File: src/rtl/whirlpool_sub_bytes_seq_pkg.sv
// rtl/whirlpool_sub_bytes_seq_pkg.sv - shared constants, FSM encoding and helpers for the Whirlpool SubBytes engine
package whirlpool_sub_bytes_seq_pkg;

    localparam int WP_STATE_BYTES = 64;

    typedef enum logic [1:0] {
        ST_IDLE = 2'd0,
        ST_RUN  = 2'd1,
        ST_DONE = 2'd2
    } wp_state_e;

    // Ceiling log2, usable in constant expressions.
    function automatic int wp_clog2(input int value);
        int r;
        r = 0;
        for (int v = value - 1; v > 0; v = v >> 1) begin
            r++;
        end
        return r;
    endfunction

endpackage

File: src/rtl/whirlpool_sub_bytes_seq_sbox.sv
// rtl/whirlpool_sub_bytes_seq_sbox.sv - combinational Whirlpool 8-bit S-box
module whirlpool_sbox (
    input  logic [7:0] i_byte,
    output logic [7:0] o_byte
);

    // Row r holds S(16r) .. S(16r+15), first entry in the most significant byte.
    localparam logic [0:255][7:0] SBOX_TABLE = {
        128'h1823c6e887b8014f36a6d2f5796f9152,
        128'h60bc9b8ea30c7b351de0d7c22e4bfe57,
        128'h157737e59ff04ada58c9290ab1a06b85,
        128'hbd5d10f4cb3e0567e427418ba77d95d8,
        128'hfbee7c66dd17479eca2dbf07ad5a8333,
        128'h6302aa71c81949d9f2e35b889a2632b0,
        128'he90fd580becd3448ff7a905f20681aae,
        128'hb454932264f173124008c3ecdba18d3d,
        128'h9700cf2b7682d61bb5af6a5045f330ef,
        128'h3f55a2ea65ba2fc0de1cfd4d9275068a,
        128'hb2e60e1f62d4a896f9c525598472394c,
        128'h5e78388cd1a5e261b3219c1e43c7fc04,
        128'h51996d0dfadf7e243babce118f4eb7eb,
        128'h3c8194f7b9132cd3e76ec40356447fa9,
        128'h2abbc153dc0b9d6c3174f646ac8914e1,
        128'h163a690970b6d0edcc4298a4285cf886
    };

    assign o_byte = SBOX_TABLE[i_byte];

endmodule

File: src/rtl/whirlpool_sub_bytes_seq.sv
// rtl/whirlpool_sub_bytes_seq.sv - sequential Whirlpool SubBytes engine, LANES bytes per cycle
module whirlpool_sub_bytes_seq
    import whirlpool_sub_bytes_seq_pkg::*;
#(
    parameter int STATE_BYTES = WP_STATE_BYTES,
    parameter int LANES       = 8,
    parameter int PIPE        = 0
) (
    input  logic                     clk,
    input  logic                     rst_n,
    input  logic                     in_valid,
    output logic                     in_ready,
    input  logic [8*STATE_BYTES-1:0] in_state,
    output logic                     out_valid,
    input  logic                     out_ready,
    output logic [8*STATE_BYTES-1:0] out_state,
    output logic                     busy
);

    localparam int BEATS   = STATE_BYTES / LANES;
    localparam int CNT_W   = (wp_clog2(BEATS) < 1) ? 1 : wp_clog2(BEATS);
    localparam int SLICE_W = 8 * LANES;
    localparam logic [CNT_W-1:0] LAST = CNT_W'(BEATS - 1);

    if ((LANES < 1) || (LANES > STATE_BYTES) || ((STATE_BYTES % LANES) != 0)) begin : g_bad_cfg
        $error("whirlpool_sub_bytes_seq: STATE_BYTES must be a multiple of LANES, LANES in 1..STATE_BYTES");
    end

    wp_state_e            r_state;
    wp_state_e            w_state_nxt;
    logic [CNT_W-1:0]     r_cnt;
    logic [8*STATE_BYTES-1:0] r_buf;
    logic                 r_pipe_vld;
    logic [CNT_W-1:0]     r_pipe_idx;
    logic [SLICE_W-1:0]   r_pipe_data;
    logic                 r_issue_done;
    logic [SLICE_W-1:0]   w_slice_in;
    logic [SLICE_W-1:0]   w_slice_out;
    logic                 w_last;

    // Select the slice currently being substituted.
    always_comb begin
        w_slice_in = r_buf[SLICE_W*int'(r_cnt) +: SLICE_W];
    end

    for (genvar g = 0; g < LANES; g++) begin : g_lane
        whirlpool_sbox u_sbox (
            .i_byte (w_slice_in[8*g +: 8]),
            .o_byte (w_slice_out[8*g +: 8])
        );
    end

    // With the pipe stage the run ends on the writeback of the final slice, not on its issue.
    assign w_last = (PIPE != 0) ? (r_pipe_vld && (r_pipe_idx == LAST)) : (r_cnt == LAST);

    // FSM state register.
    always_ff @(posedge clk or negedge rst_n) begin
        if (!rst_n) begin
            r_state <= ST_IDLE;
        end else begin
            r_state <= w_state_nxt;
        end
    end

    // Next-state and handshake outputs.
    always_comb begin
        w_state_nxt = r_state;
        in_ready    = 1'b0;
        out_valid   = 1'b0;
        busy        = 1'b0;
        case (r_state)
            ST_IDLE: begin
                in_ready = 1'b1;
                if (in_valid) begin
                    w_state_nxt = ST_RUN;
                end
            end
            ST_RUN: begin
                busy = 1'b1;
                if (w_last) begin
                    w_state_nxt = ST_DONE;
                end
            end
            ST_DONE: begin
                busy      = 1'b1;
                out_valid = 1'b1;
                if (out_ready) begin
                    w_state_nxt = ST_IDLE;
                end
            end
            default: w_state_nxt = ST_IDLE;
        endcase
    end

    // Buffer capture, slice writeback, beat counter and optional pipe stage.
    always_ff @(posedge clk or negedge rst_n) begin
        if (!rst_n) begin
            r_buf        <= '0;
            r_cnt        <= '0;
            r_pipe_vld   <= 1'b0;
            r_pipe_idx   <= '0;
            r_pipe_data  <= '0;
            r_issue_done <= 1'b0;
        end else begin
            r_pipe_vld <= 1'b0;
            case (r_state)
                ST_IDLE: begin
                    if (in_valid) begin
                        r_buf        <= in_state;
                        r_cnt        <= '0;
                        r_issue_done <= 1'b0;
                    end
                end
                ST_RUN: begin
                    if (PIPE == 0) begin
                        r_buf[SLICE_W*int'(r_cnt) +: SLICE_W] <= w_slice_out;
                        if (r_cnt != LAST) begin
                            r_cnt <= r_cnt + 1'b1;
                        end
                    end else begin
                        if (!r_issue_done) begin
                            r_pipe_vld  <= 1'b1;
                            r_pipe_idx  <= r_cnt;
                            r_pipe_data <= w_slice_out;
                            if (r_cnt == LAST) begin
                                r_issue_done <= 1'b1;
                            end else begin
                                r_cnt <= r_cnt + 1'b1;
                            end
                        end
                        // Writeback slot never collides with the slice being read: indices differ by one.
                        if (r_pipe_vld) begin
                            r_buf[SLICE_W*int'(r_pipe_idx) +: SLICE_W] <= r_pipe_data;
                        end
                    end
                end
                default: ;
            endcase
        end
    end

    assign out_state = r_buf;

endmodule

File: config.mk
export PLATFORM = sky130hd
export DESIGN_NAME = whirlpool_sub_bytes_seq
export DESIGN_NICKNAME = d
export VERILOG_FILES = /design/src/rtl/whirlpool_sub_bytes_seq_pkg.sv /design/src/rtl/whirlpool_sub_bytes_seq_sbox.sv /design/src/rtl/whirlpool_sub_bytes_seq.sv
export SDC_FILE = /design/constraint.sdc
export NUM_CORES = 2
export LEC_CHECK = 0
export CAP_MARGIN = 20
export CORE_ASPECT_RATIO = 0.7
export CORE_UTILIZATION = 32
export DETAILED_ROUTE_END_ITERATION = 12
export PLACE_DENSITY_LB_ADDON = 0.08
export SLEW_MARGIN = 5
export SYNTH_ARGS = -nofsm -noshare
export SYNTH_HDL_FRONTEND = slang
export SYNTH_HIERARCHICAL = 1
export SYNTH_SLANG_ARGS = --single-unit
File: constraint.sdc
create_clock -name clk -period 10.9 [get_ports clk]
set_input_delay 2.18 -clock clk [delete_from_list [all_inputs] [get_ports clk]]
set_output_delay 2.18 -clock clk [all_outputs]
set_load 0.02 [all_outputs]
# == Word level (Yosys, flattened, before mapping) ==
# Memories as Yosys holds them, arrays and structs flattened.
# Index checks and enable logic that the tools add are counted.
# totals
ff_bits,517
mem_bits_ro,16384
ramBits,0
word_cells,75
mem_count,8
inputBits,516
latchBits,0
# memory_table
memory,depth,word_bits,read_ports,rd_ports_with_merged_regs,write_ports,line_no,text
(no name shown),256,8,1,0,0,whirlpool_sub_bytes_seq_sbox.sv:27,assign o_byte = SBOX_TABLE[i_byte];
(no name shown),256,8,1,0,0,whirlpool_sub_bytes_seq_sbox.sv:27,
(no name shown),256,8,1,0,0,whirlpool_sub_bytes_seq_sbox.sv:27,
(no name shown),256,8,1,0,0,whirlpool_sub_bytes_seq_sbox.sv:27,
(no name shown),256,8,1,0,0,whirlpool_sub_bytes_seq_sbox.sv:27,
(no name shown),256,8,1,0,0,whirlpool_sub_bytes_seq_sbox.sv:27,
+2 memories,n/a,n/a,n/a,n/a,n/a,n/a,
# classes
magnitude_cmp,8
mul,0
eq_ne,8
shifts,3
n_bitwise,8
add_sub_neg,2
n_mux,29
div,0
n_reduce_logical,6
# ops
operator,count
case mux 512 bit (2 select lines),1
bitwise mux 512 bit,1
2-to-1 mux 512 bit,1
variable shift 64 x 33 -> 512 bit (first input constant),1
variable part select 512 x 10 -> 64 bit,1
variable part select 64 x 33 -> 512 bit,1
2-to-1 mux 8 bit,16
>= comparator 9 bit (second input constant),8
NOT 8 -> 9 bit,8
negation 9 -> 33 bit,1
!= test 2 bit (second input constant),4
2-to-1 mux 2 bit,3
2-to-1 mux 3 bit,2
case mux 2 bit (3 select lines),1
case mux 3 bit (2 select lines),1
AND reduction 3 bit,2
adder 3 x 1 -> 3 bit (second input constant),1
equality test 3 bit (second input constant),1
2-to-1 mux 1 bit,3
!= test 3 bit (second input constant),1
equality test 2 x 1 -> 1 bit (second input constant),1
equality test 2 bit (second input constant),1
zero test 2 bit,1
AND reduction 2 bit,1
other kinds (2),2

# == Depth between registers and ports, before layout ==
# logic_depth
ltp_word,8
ltp_mapped,22
ltp_nobuf,14

# == By module ==
# Netlist, hierarchy kept.
# modules_own_cells
mod,n_inst,seq_area_each_um2,area_each_um2,cells_each
whirlpool_sub_bytes_seq,1,12937.4,27644.0,2742
whirlpool_sbox (g_lane[1].u_sbox ...),5,0.0,3275.6,531
whirlpool_sbox (g_lane[6].u_sbox ...),2,0.0,3448.3,545
whirlpool_sbox (g_lane[0].u_sbox),1,0.0,3375.7,549

# == Worst setup path after synthesis ==
# OpenSTA, ideal clock, no wires.
# synth_timing
kind,reg2reg
from,register r_cnt[0]
to,register r_buf[61] (netlist: out_state[61])
t_required_ns,10.772
setup_time_ns,0.128
path_slack_ns,6.221
stages_incl_launch_ff,22
path_buffers,8
arrival_time_ns,4.552
cell_sequence,dfrtp_1 > clkbuf_1 > buf_2 > buf_2 > mux4_2 > nand2_1 > nand2_1 > buf_2 > buf_6 > inv_1 > ha_1 > buf_2 > or2_1 > buf_2 > nand3_1 > nand2_1 > a21oi_1 > o32ai_1 > or4_1 > clkbuf_1 > a22o_1 > mux2_1
# synth_via
elab_chain_len,8
word_cells_on_any_way,38
# synth_lines
item,line_no,text
from (decl),whirlpool_sub_bytes_seq.sv:31,logic [CNT_W-1:0] r_cnt;
from (signal assigned),whirlpool_sub_bytes_seq.sv:118,r_cnt <= r_cnt + 1'b1;
from (signal assigned),whirlpool_sub_bytes_seq.sv:128,r_cnt <= r_cnt + 1'b1;
variable part select 512 x 10 -> 64 bit,whirlpool_sub_bytes_seq.sv:43,w_slice_in = r_buf[SLICE_W*int'(r_cnt) +: SLICE_W];
via w_slice_in[57],whirlpool_sub_bytes_seq.sv:37,logic [SLICE_W-1:0] w_slice_in;
NOT 8 -> 9 bit (not written as such),whirlpool_sub_bytes_seq_sbox.sv:27,
memory read (256 x 8 bit),n/a,
2-to-1 mux 8 bit (not written as such) (2 in a row),whirlpool_sub_bytes_seq_sbox.sv:27,
via w_slice_out[61],whirlpool_sub_bytes_seq.sv:38,logic [SLICE_W-1:0] w_slice_out;
variable part select 64 x 33 -> 512 bit,whirlpool_sub_bytes_seq.sv:116,r_buf[SLICE_W*int'(r_cnt) +: SLICE_W] <= w_slice_out;
bitwise mux 512 bit,whirlpool_sub_bytes_seq.sv:116,
case mux 512 bit (2 select lines),whirlpool_sub_bytes_seq.sv:106,case (r_state)
to (signal assigned),whirlpool_sub_bytes_seq.sv:109,r_buf <= in_state;
"to (signal, indexed assignment)",whirlpool_sub_bytes_seq.sv:116,
"to (signal, indexed assignment)",whirlpool_sub_bytes_seq.sv:133,r_buf[SLICE_W*int'(r_pipe_idx) +: SLICE_W] <= r_pipe_data;
to (decl),whirlpool_sub_bytes_seq.sv:32,logic [8*STATE_BYTES-1:0] r_buf;
# The timed path passes the listed nets, and every way through them passes these cells. The select of a mux whose other input is x is not followed.
# A chain may end at the register's enable or synchronous reset.

# == Final worst setup path ==
# layout_timing
from,register r_cnt[2]
to,register r_buf[479] (netlist: out_state[479])
# The elaborated chain is that of the path after synthesis.

==> results.py <==
metrics = {
    "route": {
        "first_pass_iters": 6,
        "drt_iter0_markers": 10900,
        "drc": 0,
        "via_per_inst": 7.03,
        "post_drt_wl_per_cell_um": 36.5,
        "detailroute.via_count": 68300,
        "drt-total-wl_um": 355000,
        "ant_nets": 0,
    },
    "worst_setup_path": {
        "worstPathRequired_ns": 11.54,
        "worst-path-max-fanout": 29,
        "max_stage_delay_ns": 1.07,
        "worst_path_most_repeated_cell": "buf_4",
        "crit_arrival_ns": 7.44,
        "path_class": "flip-flop to flip-flop",
        "critPathSlowestCell": "ha_1",
        "startpoint_type": "flip-flop",
        "crit_chain": "buf_4 > buf_4 > nand2_1 > nand2_1 > buf_4 > clkinv_1 > ha_1 > nor2_2 > o21ai_0 > o21ai_0 > mux4_2 > a311oi_2 > o22ai_1 > a21oi_1",
        "worstSetupEndpointType": "flip-flop",
    },
    "placement": {
        "dp_slack_ns": 4.39,
        "portBuffers": 1030,
        "dp_cells": 9583,
        "globalplace.congestion": 1.08,
        "place_hpwl_um": 247000,
    },
    "clock_network": {
        "cts.clk_slew.worst_paths_ns": 0.06,
        "cts_resized": 0,
        "post_cts_buffers": 0,
        "cts_buffer_depth": 3,
        "hold_buffers": 0,
        "root_buffer": "clkbuf_16",
        "clkSinkCount": 517,
        "htreeDepth": 2,
        "clk_latency_ns": 0.73,
        "numCtsBuffers": 60,
        "cts_tree": "built",
    },
    "sta": {
        "slew_headroom": 0.171,
        "finalSetupViolations": 0,
        "finClkSkew_ns": 0.0348,
        "finalSetupTns_ns": 0,
        "maxSlewViolCount": 0,
        "period_share": 0.624,
        "max_freq_mhz": 147,
        "tightest_slew_ns": 1.21,
        "min_period_ns": 6.80,
        "rsz0062_at_grt": "false",
        "hold_viol_final": 0,
        "setup_slack_ns": 4.10,
    },
    "logic_synthesis": {
        "synth-seq-cells": 517,
        "synth_cells": 7036,
        "ys_warn_count": 6,
        "yosysMostFrequentCell": "o22ai_1",
        "synth_area_mm2": 0.0543,
        "synthArstFlopShare": 1.00,
        "seq_area_frac_synth": 0.238,
        "synth_fp_nets": 7672,
        "synth_area_per_cell_um2": 7.72,
        "synth_area_leaders": "dfrtp_1 (24%), o22ai_1 (11%), a21oi_1 (7.9%), mux4_2 (7.3%), nand2_1 (4.0%)",
        "synth_edf_count": 0,
        "synth_top_area_share": 0.238,
        "yosysUniqueCellTypes": 99,
        "synth_common_cells": "o22ai_1 (919), a21oi_1 (853), nand2_1 (578)",
        "synth_ff_type": "dfrtp_1",
        "synth_area_leader_cell": "dfrtp_1",
    },
    "grt": {
        "grt_pass1_vias": 63200,
        "grt_antenna_before_repair": 47,
        "grt.total_usage": 0.394,
        "grt.overflow.total": 0,
        "grt_max_degree": 137,
        "grt_pass1_wl_um": 499000,
    },
    "floorplan": {
        "die_h_um": 347,
        "coreArea_mm2": 0.169,
        "design.die.area_mm2": 0.171,
        "rows": 126,
        "boundaryPins": 1031,
        "start_util": 0.322,
        "die_w_um": 494,
    },
    "min_path": {
        "hold_class": "flip-flop to flip-flop",
    },
    "run_status": {
        "status": "complete, no violations",
    },
    "layout": {
        "stdcell_count": 9715,
        "nNetsFinal": 8043,
        "syn_to_final_growth_pct": 23.8,
        "drive_gt1_frac": 0.0892,
        "final_core_util": 0.399,
    },
    "job": {
        "cap_violations": 0,
    },
}
-- path summary, 6_finish.rpt --
| kind | startpoint | end | slack, ns | cells past startpoint |
|---|---|---|---|---|
| min in group asynchronous | rst_n | out_state[98]$_DFFE_PN0P_ | 1.45 | 1 |
| min | out_state[34]$_DFFE_PN0P_ | out_state[34]$_DFFE_PN0P_ | 0.52 | 1 |
| max reg2reg | r_cnt[2]$_DFFE_PN0P_ | out_state[479]$_DFFE_PN0P_ | 4.10 | 14 |
| max in group asynchronous | rst_n | out_state[386]$_DFFE_PN0P_ | 7.24 | 3 |
| max | r_cnt[2]$_DFFE_PN0P_ | out_state[479]$_DFFE_PN0P_ | 4.10 | 14 |
| min reg2reg | out_state[34]$_DFFE_PN0P_ | out_state[34]$_DFFE_PN0P_ | 0.52 | 1 |
-- sequential cells by signal, indices dropped and copies added (netlist names) --
name / cells
out_state: 512
r_cnt: 3
r_state: 2
-- layout by cell type (no fill, tap or decap), types with 27 or more instances in the layout --
| cell | n |
|---|---|
| ha_1 | 119 |
| nand3_1 | 242 |
| a211o_1 | 32 |
| o22ai_1 | 919 |
| mux2_1 | 39 |
| o311ai_0 | 71 |
| nor2_1 | 325 |
| clkdlybuf4s50_1 | 1029 |
| or2_2 | 34 |
| and2_1 | 56 |
| nand2_1 | 552 |
| a31oi_1 | 172 |
| buf_4 | 173 |
| nor3_1 | 123 |
| o21ai_0 | 345 |
| o221ai_1 | 52 |
| nor2b_1 | 137 |
| o211ai_1 | 80 |
| a211oi_1 | 113 |
| dfrtp_1 | 514 |
| nand2b_1 | 175 |
| mux2_2 | 33 |
| mux4_2 | 177 |
| a311o_1 | 27 |
| o31ai_1 | 51 |
| a22o_1 | 70 |
| a221oi_1 | 33 |
| clkbuf_16 | 61 |
| nor4_1 | 29 |
| and3_1 | 34 |
| nand3b_1 | 29 |
| a311oi_1 | 55 |
| inv_1 | 63 |
| a21o_1 | 42 |
| a21oi_1 | 853 |
-- logic make-up (layout without fill, tap and decap cells) --
logic type      count (synthesis)  count (layout)  synth area share
compound gates               3192            3192             0.376
simple gates                 1918            1918             0.176
buf+inv                       988            1410            0.0848
flops                         517             517             0.238
mux                           275             275            0.0932
fa+ha+maj                     122             122            0.0280
xor+xnor                       24              24           0.00387
other cells                     0              17                 0
-- critical path, delay by kind of cell, from the launching register on --
family	cells	cell delay, ns
AO/OA/AOI/OAI	5	2.00
multiplexers	1	0.52
adder cells (fa/ha/maj)	1	1.07
flip-flops	1	0.59
buffers and inverters	4	1.89
AND/OR/NAND/NOR	3	0.57
-- layer usage --
metal | up-vias | part of all wire | GRT usage
met5 | - | 0.0010 | 0.00140
met4 | 54 | 0.042 | 0.145
met3 | 802 | 0.13 | 0.131
met2 | 5186 | 0.40 | 0.543
met1 | 34200 | 0.42 | 0.563
li1 | 28100 | - | -
-- stage by stage --
stage	instance area (µm²)	hold WS, ns
after floorplan	54300	0.509
after global placement	64900	0.500
after detailed placement	64900	0.508
after CTS	67100	0.523
after global routing	67200	0.553
final	67200	0.516
-- final cells by class --
type                            instances  area [µm²]
Fill cell                           17500      101000
Multi-Input combinational cell       5531       37000
Sequential cell                       517       12900
Timing Repair Buffer                 1212       11800
Tap cell                             2240        2800
Clock buffer                           84        1760
Clock inverter                         29         500
Inverter                               85         324
Antenna cell                           17        42.5
Power is left out: the tool's default activity adds up to more than one toggle a clock period on the data nets, which glitch-free logic cannot reach.
